`src/rtl/frog_lane_tracker.sv`:
```
// Tracks the frog within one car lane: column movement, upward exit hand-off,
// sticky collision flag and a one-hot frog pixel row for the display overlay.
module frog_lane_tracker #(
  parameter int unsigned MAX_COL   = 15,
  parameter int unsigned START_COL = 8,
  localparam int unsigned COL_W    = $clog2(MAX_COL + 1),
  localparam int unsigned PIX_W    = MAX_COL + 1
) (
  input  logic             clk,
  input  logic             reset,
  input  logic             enter,
  input  logic [COL_W-1:0] in_col,
  input  logic             left,
  input  logic             right,
  input  logic             up,
  input  logic [PIX_W-1:0] car_pixels,
  output logic             hit,
  output logic [PIX_W-1:0] frog_pixels,
  output logic             exit_up,
  output logic [COL_W-1:0] out_col
);

  typedef enum logic [1:0] {
    EMPTY,
    OCCUPIED,
    HIT
  } state_t;

  state_t           state;
  logic [COL_W-1:0] col;
  logic             in_range;

  // Only reachable as false when the row is narrower than the column field.
  assign in_range = (32'(in_col) <= MAX_COL);

  always_ff @(posedge clk) begin
    if (reset) begin
      state   <= EMPTY;
      col     <= COL_W'(START_COL);
      hit     <= 1'b0;
      exit_up <= 1'b0;
      out_col <= '0;
    end else begin
      exit_up <= 1'b0;
      case (state)
        EMPTY: begin
          if (enter) begin
            state <= OCCUPIED;
            col   <= in_range ? in_col : COL_W'(START_COL);
          end
        end
        OCCUPIED: begin
          // Collision beats every move, including the hop out of the row.
          if (car_pixels[col]) begin
            state <= HIT;
            hit   <= 1'b1;
          end else if (up) begin
            state   <= EMPTY;
            exit_up <= 1'b1;
            out_col <= col;
          end else if (left && !right) begin
            if (col != COL_W'(MAX_COL)) col <= col + COL_W'(1);
          end else if (right && !left) begin
            if (col != '0) col <= col - COL_W'(1);
          end
        end
        HIT: begin
          hit <= 1'b1;
        end
        default: begin
          state <= EMPTY;
          hit   <= 1'b0;
        end
      endcase
    end
  end

  // Decoded from registered state/col only; no input reaches this output.
  assign frog_pixels = (state == EMPTY) ? '0 : (PIX_W'(1) << col);

endmodule

```
`config.mk`:
```
export PLATFORM = sky130hd
export DESIGN_NAME = frog_lane_tracker
export DESIGN_NICKNAME = d
export VERILOG_FILES = /design/src/rtl/frog_lane_tracker.sv
export SDC_FILE = /design/constraint.sdc
export NUM_CORES = 1
export LEC_CHECK = 0
export ABC_AREA = 1
export CORE_MARGIN = 2
export CORE_UTILIZATION = 32
export DETAILED_ROUTE_END_ITERATION = 10
export DONT_BUFFER_PORTS = 1
export GPL_TIMING_DRIVEN = 0
export PLACE_DENSITY = 0.56
export SETUP_SLACK_MARGIN = 0.15
export SKIP_LAST_GASP = 1
export SYNTH_ARGS = -nofsm -noshare
export SYNTH_HDL_FRONTEND = slang
export SYNTH_SLANG_ARGS = --single-unit
export TNS_END_PERCENT = 1
```
`constraint.sdc`:
```
create_clock -name clk -period 2.27 [get_ports clk]
set_clock_uncertainty 0.2 [all_clocks]
set_input_delay 0.227 -clock clk [delete_from_list [all_inputs] [get_ports clk]]
set_output_delay 0.227 -clock clk [all_outputs]
set_load 0.01 [all_outputs]
```
**Yosys cells after proc, flatten, opt, wreduce, memory -nomap -nowiden**

Index checks and enable logic that the tools add are counted.

- Word-level logic and storage cells: 54
- Output and inout bits: 22
- Input port bits: 26
- Bits in registers: 12

- Reductions and logical operators: 12
- Multiplexer cells: 18
- Equal/unequal tests: 11
- Shift operators: 1
- Bitwise operators: 4
- Order comparisons: 1
- $add $sub $neg: 2

Operators with widths:

| operator | number |
|---|---|
| two-way mux 4 bit | 7 |
| two-way mux 16 bit | 1 |
| << shifter 1 x 4 -> 16 bit (first input constant) | 1 |
| != test 3 bit (second input constant) | 4 |
| != test 2 bit (second input constant) | 4 |
| one-hot mux 4 bit (2 select lines) | 1 |
| AND reduction 7 bit | 1 |
| two-way mux 2 bit | 3 |
| one-hot mux 2 bit (3 select lines) | 1 |
| AND reduction 3 bit | 2 |
| less-than comparator 4 x 5 -> 1 bit (second input constant) | 1 |
| adder 4 x 1 -> 4 bit (second input constant) | 1 |
| binary-select mux 1 bit (select 4 bit) | 1 |
| != test 4 bit (second input constant) | 1 |
| inverter 1 bit | 4 |
| nonzero test 4 bit | 1 |
| subtractor 4 x 1 -> 4 bit (second input constant) | 1 |
| two-way mux 1 bit | 3 |
| one-hot mux 1 bit (3 select lines) | 1 |
| OR reduction 3 bit | 1 |
| equality test 2 x 1 -> 1 bit (second input constant) | 1 |
| equality test 2 bit (second input constant) | 1 |
| logical AND 1 bit | 2 |
| logical NOT 1 bit | 2 |
| 3 further kinds | 3 |

**Logic depth before layout (Yosys ltp)**

Gate-level depths: netlist (run 1).

- Depth in word-level cells: 7
- Depth in mapped cells: 14
- Mapped depth without buffers: 12

**Least setup slack after synthesis (run 1)**

OpenSTA, ideal clock, no wires.

- Path kind: flip-flop to flip-flop
- From: register col[0]
- To: register col[0]
- Cell stages (with the launch flop): 14
- Path buffers: 2
- Slack: 628 ps
- Arrival time: 1327 ps
- Period minus slack after synthesis: 1642 ps
- Data required time: 1954 ps
- Library setup time: 116 ps
- Cells stage by stage: dfxtp_1 -> buf_6 -> inv_4 -> buf_12 -> nand2_2 -> nand2_1 -> nand2_1 -> nand3_1 -> nand3_2 -> nand2_4 -> nand2_4 -> nand2_4 -> o21ai_0 -> nor2_1

- Word-level cells in the longest chain between the ends: 7
- Elaborated cells between the ends (all ways): 17
- Those cells by class: add/sub (2); eq/ne (4); mux (9); reduce/logical (2)

RTL lines:

| item | line | RTL |
|---|---|---|
| from (decl) | 30 | `logic [COL_W-1:0] col;` |
| from (signal assigned) | 39 | `col <= COL_W'(START_COL);` |
| from (signal assigned) | 49 | `col <= in_range ? in_col : COL_W'(START_COL);` |
| from (signal assigned) | 62 | `if (col != COL_W'(MAX_COL)) col <= col + COL_W'(1);` |
| subtractor 4 x 1 -> 4 bit | 64 | `if (col != '0) col <= col - COL_W'(1);` |
| two-way mux 4 bit | 64 |  |
| two-way mux 4 bit | 63 | `end else if (right && !left) begin` |
| two-way mux 4 bit | 61 | `end else if (left && !right) begin` |
| two-way mux 4 bit | 57 | `end else if (up) begin` |
| two-way mux 4 bit | 54 | `if (car_pixels[col]) begin` |
| one-hot mux 4 bit (2 select lines) | 45 | `case (state)` |

Parallel ways exist; a longest one is shown, timed or not. The select of a mux whose other input is x is not followed.
A chain may end at the register's enable or synchronous reset.

**Worst setup path in the final report (run 1)**

- From: register state[0]
- To: output frog_pixels[9]

- Word-level cells in the longest chain between the ends: 2

RTL lines:

| item | line | RTL |
|---|---|---|
| from (decl) | 29 | `state_t state;` |
| from (signal assigned) | 38 | `state <= EMPTY;` |
| from (signal assigned) | 48 | `state <= OCCUPIED;` |
| from (signal assigned) | 55 | `state <= HIT;` |
| logical NOT 2 bit | 79 | `assign frog_pixels = (state == EMPTY) ? '0 : (PIX_W'(1) << col);` |
| two-way mux 16 bit | 79 |  |
| to (decl) | 18 | `output logic [PIX_W-1:0] frog_pixels,` |

Every way passes these cells.

==> out/metrics.yaml, run 1 <==
die:
  die_x_microns: 63.13
  die_h_microns: 63.13
  ios: 48
  core_sq_um: 3337
  initial_core_util_pct: 33.52
  dieArea_sq_um: 3985
  rows: 21
placed_design:
  gp_congestion: 0.6995
  dpl.hpwl_microns: 2054
  numPortBuffers: 0
worst_setup_path:
  cp_data_required_time_ns: 1.84
  crit_chain: "inv_1 > ha_1 > inv_1 > nand2_1 > nor2_1"
  cp_slowest_cell: "dfxtp_1"
  rr_worst_depth: 10
  critPathCaptureType: "output pin"
  crit_family: "simple AND/OR/NAND/NOR gates"
  crit_buf_inv: 2
  worst_setup_path_start_kind: "flip-flop"
  reg2reg_slack_ns: 0.47
  r2r_start: "col[1]$_SDFFE_PP0P_"
  r2r_end: "col[0]$_SDFFE_PP0P_"
  arrival_ns: 1.54
  critPathMaxStageDelay_ns: 0.36
  worst-path-max-fanout: 8
  crit_top_cell: "inv_1"
  worstSetupPathType: "flip-flop to output pin"
synthesis:
  synth_cell_type_count: 24
  ys_seq_area_share_pct: 21.48
  yosysTopAreaCellShare_pct: 21.48
  synth_top_area_cell: "dfxtp_1"
  synth-seq-cells: 12
  avgSynthCellArea_sq_um: 6.284
  syn_inst: 178
  yosysWarnings: 0
  netlist_area_sq_um: 1119
  yosys-top-cells-area: "dfxtp_1 21%, nand2_1 20%, nor2_1 8.4%"
  syn_nets: 211
sta:
  final.setup.tns_ns: 0
  period_needed_ns: 1.963
  drv_slew: 0
  relSlewSlack_pct: 68.40
  hold_viol_final: 0
  min_period_over_period_pct: 86.49
  setup_violations: 0
  rsz0062_at_grt: "yes"
  max_freq_ghz: 0.5093
  worst_pin_slew_ns: 0.4739
cells_and_area:
  fillers: 380
  finalNetCount: 217
  num_antenna_cells: 0
  drive_gt1_share_pct: 15.38
  area_delta_synth_final_pct: 8.054
power_and_ir_drop:
  vdd_drop_max_mv: 0.4978
  leakage_uw: 0.0005506
  power_uw: 1464
  p_per_area_nw_per_um2: 1211
route:
  wl_per_cell_microns: 11.34
  route.detailed.drc: 0
  drt_pre_antenna_iters: 4
  ant_nets: 0
  routed_wirelength_microns: 2585
  vias: 1068
  vias_per_cell: 4.684
  drt_iter0_markers: 60
outcome:
  status: "finished, final reports clean"
cts:
  clkSinkCount: 12
  tritoncts: "yes"
  cts_max_level: 1
  ctsRootBufferMaster: "clkbuf_4"
  clock_latency_ns: 0.27
  path_clk_slew_ns: 0.07
  clockBufferDepth: 2
  cts_buffers: 3
  cts_resized: 0
  post-cts-setup-buffer-count: 0
global_routing:
  grt_usage_pct: 13.60
  overflow: 0
  grt_pass1_vias: 1040
  grt_max_degree: 11
  grt_pass1_wl_microns: 4395
  antenna_found_initial: 0
worst_hold_path:
  hold_path_class: "input pin to flip-flop"
  min_path_cells: 4
  whs_endpoint: "col[3]$_SDFFE_PP1P_"
  hold_start: "in_col[3]"
job:
  maxCapViolations: 0
sequential cells by signal, indices dropped and copies added (netlist names):
register	cells
col	4
hit	1
state	2
exit_up	1
out_col	4
report_power, final:
part           total [uW]  internal [uW]  switching, uW
Clock                 130           61.4           68.8
Sequential            321            266           54.9
Combinational        1010            359            654
layer usage:
layer / vias up / track usage, % / share of wire, %
li1: 570 / - / -
met1: 458 / 17.23 / 47
met2: 36 / 21.81 / 43
met3: 4 / 3.929 / 8.5
met4: 0 / 5.000 / 1.0
met5: - / 0 / 0
cells in the final DEF, fill, tap and decap left out, types with 5 or more instances in the layout:
master	netlist	layout
nand2_1	60	60
nor2_1	25	25
inv_1	15	15
nand3_1	12	12
dfxtp_1	12	12
nand2_2	7	7
a21oi_1	7	7
ha_1	6	6
nand4_1	5	5
o21ai_0	5	5
synth_stat cells:
library cell / number
nand3_2: 2
nand2_4: 3
a21oi_1: 7
fa_1: 1
buf_2: 1
inv_4: 3
nand2_1: 60
buf_4: 2
o211ai_1: 1
nor2_1: 25
nand3_4: 1
nor3_1: 1
dfxtp_1: 12
buf_6: 2
ha_1: 6
inv_1: 15
a21oi_2: 3
nand2_2: 7
nand4_1: 5
buf_12: 1
buf_1: 1
xnor2_1: 2
nand3_1: 12
o21ai_0: 5
worst min-delay path, stage by stage:
cell	delay, ns
nand2_1	0.04
o21ai_0	0.07
nand2_1	0.06
nand3_1	0.05
worst max path at each step:
| stage | start | endpoint | slack [ns] | depth (start not counted) |
|---|---|---|---|---|
| global placement | col[1]$_SDFFE_PP0P_ | col[0]$_SDFFE_PP0P_ | 0.48 | 10 |
| global route | state[1]$_SDFFE_PP0P_ | frog_pixels[1] | 0.15 | 5 |
| floorplan | col[0]$_SDFFE_PP0P_ | col[0]$_SDFFE_PP0P_ | 0.63 | 13 |
| finish | state[0]$_SDFFE_PP0P_ | frog_pixels[9] | 0.31 | 5 |
| CTS | state[0]$_SDFFE_PP0P_ | frog_pixels[1] | 0.28 | 5 |
| detailed placement | state[1]$_SDFFE_PP0P_ | col[0]$_SDFFE_PP0P_ | 0.46 | 9 |
cell families (layout without fill, tap and decap cells):
kind of cell	Yosys count	in the layout	synth area share, %
adder cells (fa/ha/maj)	7	7	8.501
XOR/XNOR	2	2	1.566
flip-flops	12	12	21.48
buffers and inverters	25	29	12.64
AO/OA/AOI/OAI	16	16	8.389
AND/OR/NAND/NOR	116	116	47.43
cell type report:
cell class	count	area [sq um]	share of cell area (%)
Sequential cell	12	240.2	19.88
Timing Repair Buffer	1	10.01	0.8282
Multi-Input combinational cell	141	737.0	60.97
Inverter	18	75.07	6.211
Clock buffer	3	22.52	1.863
Buffer	7	66.31	5.487
Tap cell	46	57.56	4.762
what timing repair did:
action                     4_1_cts  5_1_grt
hold endpoints to repair         5        0
setup endpoints to repair        0        1
hold buffers                     1        0
stage by stage:
step	util [%]	hold slack (ns)	instance area [sq um]	instances	worst slack, ns
after global placement	35.25	0.2020	1176	224	0.4753
after CTS	36.22	0.003547	1209	228	0.2775
final	36.22	0.001806	1209	228	0.3066
after global routing	36.22	0.01910	1209	228	0.1458
after floorplan	-	0.1825	1119	178	0.6276
after detailed placement	35.25	0.1972	1176	224	0.4617
Power figures use the tool's default switching activity.
==> inputs of run 2 (changes only) <==
--- a/config.mk
+++ b/config.mk
@@ -8,6 +8,7 @@
 export ABC_AREA = 1
 export CORE_MARGIN = 2
 export CORE_UTILIZATION = 32
+export CTS_BUF_LIST = sky130_fd_sc_hd__clkbuf_4
 export DETAILED_ROUTE_END_ITERATION = 10
 export DONT_BUFFER_PORTS = 1
 export GPL_TIMING_DRIVEN = 0
==> constraint.sdc (replaced) <==
create_clock -name clk -period 2.27 [get_ports clk]
set_clock_uncertainty 0.2 [all_clocks]
set_input_delay 0 -clock clk [delete_from_list [all_inputs] [get_ports clk]]
set_output_delay 0 -clock clk [all_outputs]
set_load 0.05 [all_outputs]
==> run 2 against run 1 <==
Combinational power is 13% higher. Clock power hardly changed. First-iteration DRC count is 15% lower. Register-to-register slack hardly changed. Non-clock buffer count is 6 higher. Sequential share of layout area is 1.5 points lower. Die area stayed put. Sequential power is 14% higher. Critical path depth stayed put.
==> out/metrics.yaml, run 2 (synthesized netlist as in run 1, its figures left out) <==
worst_setup_path:
  reg2reg_slack_ns: 0.47  # about the same
  cp_data_required_time_ns: 2.07  # was 1.84 ns
  cp_slowest_cell: "nor2_2"  # was dfxtp_1
  crit_chain: "inv_1 > ha_1 > inv_1 > nand2_1 > nor2_2"  # was inv_1 > ha_1 > inv_1 > nand2_1 > nor2_1
  crit_top_cell: "inv_1"  # unchanged
  crit_family: "simple AND/OR/NAND/NOR gates"  # unchanged
  r2r_end: "col[0]$_SDFFE_PP0P_"  # unchanged
  r2r_start: "col[1]$_SDFFE_PP0P_"  # unchanged
  worstSetupPathType: "flip-flop to output pin"  # unchanged
  worst_setup_path_start_kind: "flip-flop"  # unchanged
  path_depth: 5  # unchanged
  crit_buf_inv: 2  # unchanged
  critPathCaptureType: "output pin"  # unchanged
  worst-path-max-fanout: 8  # unchanged
  arrival_ns: 1.91  # was 1.54 ns
  critPathMaxStageDelay_ns: 0.55  # was 0.36 ns
  rr_worst_depth: 10  # unchanged
cells_and_area:
  drive_gt1_share_pct: 23.40  # was 15.38%
  ff_latch_area_sq_um: 240.2  # unchanged
  finalNetCount: 223  # was 217
  final_common_cell: "nand2_1"  # unchanged
  stdcell_count: 234  # was 228
  area_delta_synth_final_pct: 17.00  # was 8.054%
  num_antenna_cells: 0  # unchanged
  postLayoutCoreUtil_pct: 39.22  # was 36.22%
  final_area_sq_um: 1309  # was 1209 sq um
  multiInputGateArea_sq_um: 777.0  # was 737.0 sq um
  fillers: 371  # was 380
  top_regs: "col (4), out_col (4), state (2)"  # unchanged
  layout_common_cells: "60 x nand2_1, 16 x nor2_2, 15 x inv_1, 12 x nand3_1, 12 x dfxtp_1"  # was 60 x nand2_1, 25 x nor2_1, 15 x inv_1, 12 x nand3_1, 12 x dfxtp_1
placed_design:
  numPortBuffers: 0  # unchanged
  dpl.hpwl_microns: 2054  # unchanged
  place_inst: 224  # unchanged
  gp_congestion: 0.6995  # unchanged
  dp_slack_ns: 0.3164  # was 0.4617 ns
  placed_cell_area_sq_um: 1176  # unchanged
sta:
  final.setup.tns_ns: 0  # unchanged
  rsz0062_at_grt: "yes"  # unchanged
  worst_pin_slew_ns: 0.5536  # was 0.4739 ns
  relSlewSlack_pct: 63.06  # was 68.40%
  hold_viol_final: 0  # unchanged
  max_freq_ghz: 0.4738  # was 0.5093 GHz
  setup_violations: 0  # unchanged
  period_needed_ns: 2.110  # was 1.963 ns
  min_period_over_period_pct: 92.97  # was 86.49%
  fin_ws_ns: 0.1596  # was 0.3066 ns
  drv_slew: 0  # unchanged
route:
  vias: 1102  # was 1068
  ant_nets: 0  # unchanged
  wl_per_cell_microns: 11.20  # was 11.34 microns
  drt_iter0_markers: 51  # was 60
  routed_wirelength_microns: 2621  # was 2585 microns
  drt_pre_antenna_iters: 4  # unchanged
  route.detailed.drc: 0  # unchanged
  vias_per_cell: 4.709  # was 4.684
global_routing:
  met1_usage_pct: 17.56  # was 17.23%
  grt_pass1_vias: 1046  # was 1040
  overflow: 0  # unchanged
  grt_most_used_layer: "met2"  # unchanged
  grt_usage_pct: 13.56  # was 13.60%
  antenna_found_initial: 0  # unchanged
  met2_usage_pct: 21.81  # unchanged
  grt_max_degree: 11  # unchanged
  grt_pass1_wl_microns: 4409  # was 4395 microns
  met3_usage_pct: 3.214  # was 3.929%
die:
  dieArea_sq_um: 3985  # unchanged
  die_x_microns: 63.13  # unchanged
  core_sq_um: 3337  # unchanged
  ios: 48  # unchanged
  rows: 21  # unchanged
  die_h_microns: 63.13  # unchanged
  initial_core_util_pct: 33.52  # unchanged
cts:
  cts_max_level: 1  # unchanged
  clock_latency_ns: 0.27  # about the same
  clockBufferDepth: 2  # unchanged
  tritoncts: "yes"  # unchanged
  post-cts-setup-buffer-count: 0  # unchanged
  ctsRootBufferMaster: "clkbuf_4"  # unchanged
  path_clk_slew_ns: 0.07  # about the same
  cts_buffers: 3  # unchanged
  clkSinkCount: 12  # unchanged
power_and_ir_drop:
  switching_share_pct: 57.23  # was 53.13%
  p_per_area_nw_per_um2: 1249  # was 1211 nW/um^2
  vdd_drop_max_mv: 0.5827  # was 0.4978 mV
  pwr-share-clk_pct: 8.0  # was 8.9%
  p_sw_uw: 935.4  # was 777.9 uW
  combPwrFrac_pct: 69.7  # was 69.2%
  intPower_uw: 699.1  # was 686.4 uW
  power_frac_seq_pct: 22.3  # was 21.9%
  leakage_uw: 0.0005732  # was 0.0005506 uW
worst_hold_path:
  hold_start: "car_pixels[8]"  # was in_col[3]
  min_path_cells: 8  # was 4
  whs_endpoint: "state[1]$_SDFFE_PP0P_"  # was col[3]$_SDFFE_PP1P_
  hold_path_class: "input pin to flip-flop"  # unchanged
job:
  maxCapViolations: 0  # unchanged
outcome:
  status: "finished, final reports clean"  # unchanged
## run 2: cell types whose count changed in the layout (fill, tap and decap cells not counted)
cell,before,now
dlygate4sd3_1,1,7
nor2_1,25,9
nor2_2,0,16
## run 2: worst max path at each step
stage                     slack (ns)         endpoint                   from
after global routing            0.01   frog_pixels[6]  state[1]$_SDFFE_PP0P_
final                           0.16   frog_pixels[6]  state[0]$_SDFFE_PP0P_
after detailed placement        0.32   frog_pixels[1]  state[0]$_SDFFE_PP0P_
after floorplan                 0.52  frog_pixels[10]  state[0]$_SDFFE_PP0P_
after CTS                       0.02   frog_pixels[1]  state[0]$_SDFFE_PP0P_
after global placement          0.36  frog_pixels[12]  state[0]$_SDFFE_PP0P_
## run 2: cell type report
class / instances / share of cell area [%]
multi-input cells: 141 / 59.37
repair buffers: 7 / 5.354
well taps: 46 / 4.398
inverters: 18 / 5.736
flip-flops and latches: 12 / 18.36
plain buffers: 7 / 5.067
clock buffers: 3 / 1.721
## run 2: through the flow
stage	power, uW	hold slack (ns)
after floorplan	1289	-0.04448
after CTS	1615	0.09088
final	1635	0.09244
after global placement	1465	-0.02499
after global routing	1808	0.1261
after detailed placement	1469	-0.02982
## run 2: worst min-delay path, stage by stage
cell,delay (ns)
nand2_1,0.04
nand2_1,0.04
nand2_1,0.05
nand3_1,0.07
nand3_2,0.10
nand2_4,0.08
nand3_1,0.07
a21oi_1,0.06
## run 2: metal layers
layer | part of all wire (%) | up-vias | wire (microns)
li1 | - | 582 | -
met1 | 48 | 478 | 1253
met2 | 44 | 38 | 1150
met3 | 7.2 | 4 | 190
met4 | 1.0 | 0 | 27
met5 | 0 | - | 0
## run 2: power by group through the flow
stage | Sequential (uW) | Combinational (uW) | Clock, uW
floorplan | 359 | 930 | 0
global placement | 370 | 1090 | 0
detailed placement | 371 | 1100 | 0
CTS | 366 | 1120 | 131
global route | 374 | 1290 | 142
finish | 365 | 1140 | 130
## run 2: what timing repair did
item,4_1_cts,5_1_grt
endpoints found under the hold margin,12,0
cloned,0,0
hold buffers,7,0
setup endpoints to repair,16,16
resized for setup,0,16
==> inputs of run 3 (changes only) <==
--- a/config.mk
+++ b/config.mk
@@ -13,7 +13,8 @@
 export DONT_BUFFER_PORTS = 1
 export GPL_TIMING_DRIVEN = 0
 export PLACE_DENSITY = 0.56
-export SETUP_SLACK_MARGIN = 0.15
+export RECOVER_POWER = 50
+export SETUP_SLACK_MARGIN = 0.02
 export SKIP_LAST_GASP = 1
 export SYNTH_ARGS = -nofsm -noshare
 export SYNTH_HDL_FRONTEND = slang
==> run 3 against run 2 <==
Combinational power decreased by 4%. Fmax decreased by 5.0%. Largest power group unchanged. Final cell count is 0.43% higher. First-iteration DRC count rose by 7.8%. Cell area shrank 2.3%.
==> out/metrics.yaml, run 3 (synthesized netlist as in run 1, its figures left out) <==
worst_setup_path:
  rr_worst_depth: 13  # was 10
  worst_setup_path_start_kind: "flip-flop"  # unchanged
  r2r_start: "col[0]$_SDFFE_PP0P_"  # was col[1]$_SDFFE_PP0P_
  critPathMaxStageDelay_ns: 0.75  # was 0.55 ns
  worst-path-max-fanout: 8  # unchanged
  crit_top_cell: "inv_1"  # unchanged
  cp_slowest_cell: "nor2_1"  # was nor2_2
  crit_buf_inv: 2  # unchanged
  worstSetupPathType: "flip-flop to output pin"  # unchanged
  reg2reg_slack_ns: 0.05  # was 0.47 ns
  arrival_ns: 2.02  # was 1.91 ns
  r2r_end: "exit_up$_SDFF_PP0_"  # was col[0]$_SDFFE_PP0P_
  crit_chain: "inv_1 > ha_1 > inv_1 > nand2_1 > nor2_1"  # was inv_1 > ha_1 > inv_1 > nand2_1 > nor2_2
  cp_data_required_time_ns: 2.07  # about the same
  crit_family: "simple AND/OR/NAND/NOR gates"  # unchanged
  critPathCaptureType: "output pin"  # unchanged
cells_and_area:
  stdcell_count: 235  # was 234
  fillers: 380  # was 371
  area_delta_synth_final_pct: 14.32  # was 17.00%
  drive_gt1_share_pct: 14.81  # was 23.40%
  layout_common_cells: "60 x nand2_1, 25 x nor2_1, 15 x inv_1, 12 x nand3_1, 12 x dfxtp_1"  # was 60 x nand2_1, 16 x nor2_2, 15 x inv_1, 12 x nand3_1, 12 x dfxtp_1
  postLayoutCoreUtil_pct: 38.32  # was 39.22%
  num_antenna_cells: 0  # unchanged
  final_common_cell: "nand2_1"  # unchanged
  finalNetCount: 224  # was 223
  top_regs: "col (4), out_col (4), state (2)"  # unchanged
die:
  die_h_microns: 63.13  # unchanged
  core_sq_um: 3337  # unchanged
  initial_core_util_pct: 33.52  # unchanged
  dieArea_sq_um: 3985  # unchanged
  rows: 21  # unchanged
  ios: 48  # unchanged
  die_x_microns: 63.13  # unchanged
route:
  vias_per_cell: 4.677  # was 4.709
  route.detailed.drc: 0  # unchanged
  ant_nets: 0  # unchanged
  vias: 1099  # was 1102
  drt_iter0_markers: 55  # was 51
  drt_pre_antenna_iters: 4  # unchanged
  wl_per_cell_microns: 11.04  # was 11.20 microns
  routed_wirelength_microns: 2595  # was 2621 microns
worst_hold_path:
  hold_start: "car_pixels[8]"  # unchanged
  min_path_cells: 8  # unchanged
  whs_endpoint: "state[1]$_SDFFE_PP0P_"  # unchanged
  hold_path_class: "input pin to flip-flop"  # unchanged
placed_design:
  dpl.hpwl_microns: 2054  # unchanged
  numPortBuffers: 0  # unchanged
  dp_slack_ns: 0.3164  # unchanged
  gp_congestion: 0.6995  # unchanged
  place_inst: 224  # unchanged
power_and_ir_drop:
  power_frac_seq_pct: 22.9  # was 22.3%
  p_sw_uw: 901.4  # was 935.4 uW
  combPwrFrac_pct: 69.0  # was 69.7%
  vdd_drop_max_mv: 0.5780  # was 0.5827 mV
  leakage_uw: 0.0005825  # was 0.0005732 uW
  p_per_area_nw_per_um2: 1249  # about the same
  intPower_uw: 695.3  # was 699.1 uW
  pwr-share-clk_pct: 8.1  # was 8.0%
  switching_share_pct: 56.45  # was 57.23%
  power_uw: 1597  # was 1635 uW
global_routing:
  antenna_found_initial: 0  # unchanged
  grt_pass1_wl_microns: 4409  # unchanged
  grt_usage_pct: 13.56  # unchanged
  grt_max_degree: 11  # unchanged
  grt_pass1_vias: 1046  # unchanged
  overflow: 0  # unchanged
sta:
  fin_ws_ns: 0.04838  # was 0.1596 ns
  rsz0062_at_grt: "yes"  # unchanged
  period_needed_ns: 2.222  # was 2.110 ns
  relSlewSlack_pct: 40.43  # was 63.06%
  worst_pin_slew_ns: 0.8903  # was 0.5536 ns
  hold_viol_final: 0  # unchanged
  setup_violations: 0  # unchanged
  max_freq_ghz: 0.4501  # was 0.4738 GHz
  min_period_over_period_pct: 97.87  # was 92.97%
  drv_slew: 0  # unchanged
cts:
  clock_latency_ns: 0.27  # about the same
  tritoncts: "yes"  # unchanged
  clockBufferDepth: 2  # unchanged
  ctsRootBufferMaster: "clkbuf_4"  # unchanged
  cts_max_level: 1  # unchanged
  path_clk_slew_ns: 0.07  # about the same
  cts_resized: 0  # unchanged
  cts_buffers: 3  # unchanged
  clkSinkCount: 12  # unchanged
job:
  maxCapViolations: 0  # unchanged
outcome:
  status: "finished, final reports clean"  # unchanged
run 3: cell types whose count changed in the layout (fill, tap and decap cells not counted), sizes merged:
cell         previous run  this run
dlygate4sd3             7         8
run 3: cell type report:
class	instances	area, sq um	area share, %
Multi-Input combinational cell	141	737.0	57.63
Inverter	18	75.07	5.871
Timing Repair Buffer	8	80.08	6.262
Clock buffer	3	22.52	1.761
Tap cell	46	57.56	4.501
Buffer	7	66.31	5.186
Sequential cell	12	240.2	18.79
run 3: tightest hold or removal path, cell delays in order:
cell,delay (ns)
nand2_1,0.04
nand2_1,0.04
nand2_1,0.05
nand3_1,0.07
nand3_2,0.10
nand2_4,0.08
nand3_1,0.07
a21oi_1,0.06
run 3: worst max-delay path by stage:
stage	startpoint	cells after the start	slack (ns)	to
2_1_floorplan	state[0]$_SDFFE_PP0P_	5	0.52	frog_pixels[10]
3_3_place_gp	state[0]$_SDFFE_PP0P_	5	0.36	frog_pixels[12]
3_5_place_dp	state[0]$_SDFFE_PP0P_	5	0.32	frog_pixels[1]
4_1_cts	state[0]$_SDFFE_PP0P_	5	0.02	frog_pixels[1]
5_1_grt	state[1]$_SDFFE_PP0P_	5	-0.11	frog_pixels[1]
6_report	state[0]$_SDFFE_PP0P_	5	0.05	frog_pixels[9]
run 3: power by group through the flow:
stage / clock (uW) / combinational [uW] / sequential [uW]
2_1_floorplan: 0 / 930 / 359
3_3_place_gp: 0 / 1090 / 370
3_5_place_dp: 0 / 1100 / 371
4_1_cts: 131 / 1120 / 366
5_1_grt: 142 / 1250 / 374
6_report: 130 / 1100 / 365
run 3: layer usage:
| layer | vias up | wire length (microns) | share of wire (%) | track usage, % |
|---|---|---|---|---|
| met2 | 36 | 1133 | 44 | 21.81 |
| met5 | - | 0 | 0 | 0 |
| met3 | 4 | 193 | 7.4 | 3.214 |
| li1 | 584 | - | - | - |
| met4 | 0 | 27 | 1.0 | 5.000 |
| met1 | 475 | 1241 | 48 | 17.56 |
run 3: timing repair:
action                                  CTS  global route
endpoints found under the hold margin    12             0
endpoints found under the setup margin    1            17
setup buffers                             0             0
gates cloned                              0             0
hold buffers                              8             0
run 3: through the flow:
| stage | hold slack, ns | area [sq um] | setup TNS, ns |
|---|---|---|---|
| global route | 0.1261 | 1279 | -1.440 |
| finish | 0.08877 | 1279 | 0 |
| floorplan | -0.04448 | 1119 | 0 |
| global placement | -0.02499 | 1176 | 0 |
| CTS | 0.09088 | 1279 | 0 |
| detailed placement | -0.02982 | 1176 | 0 |
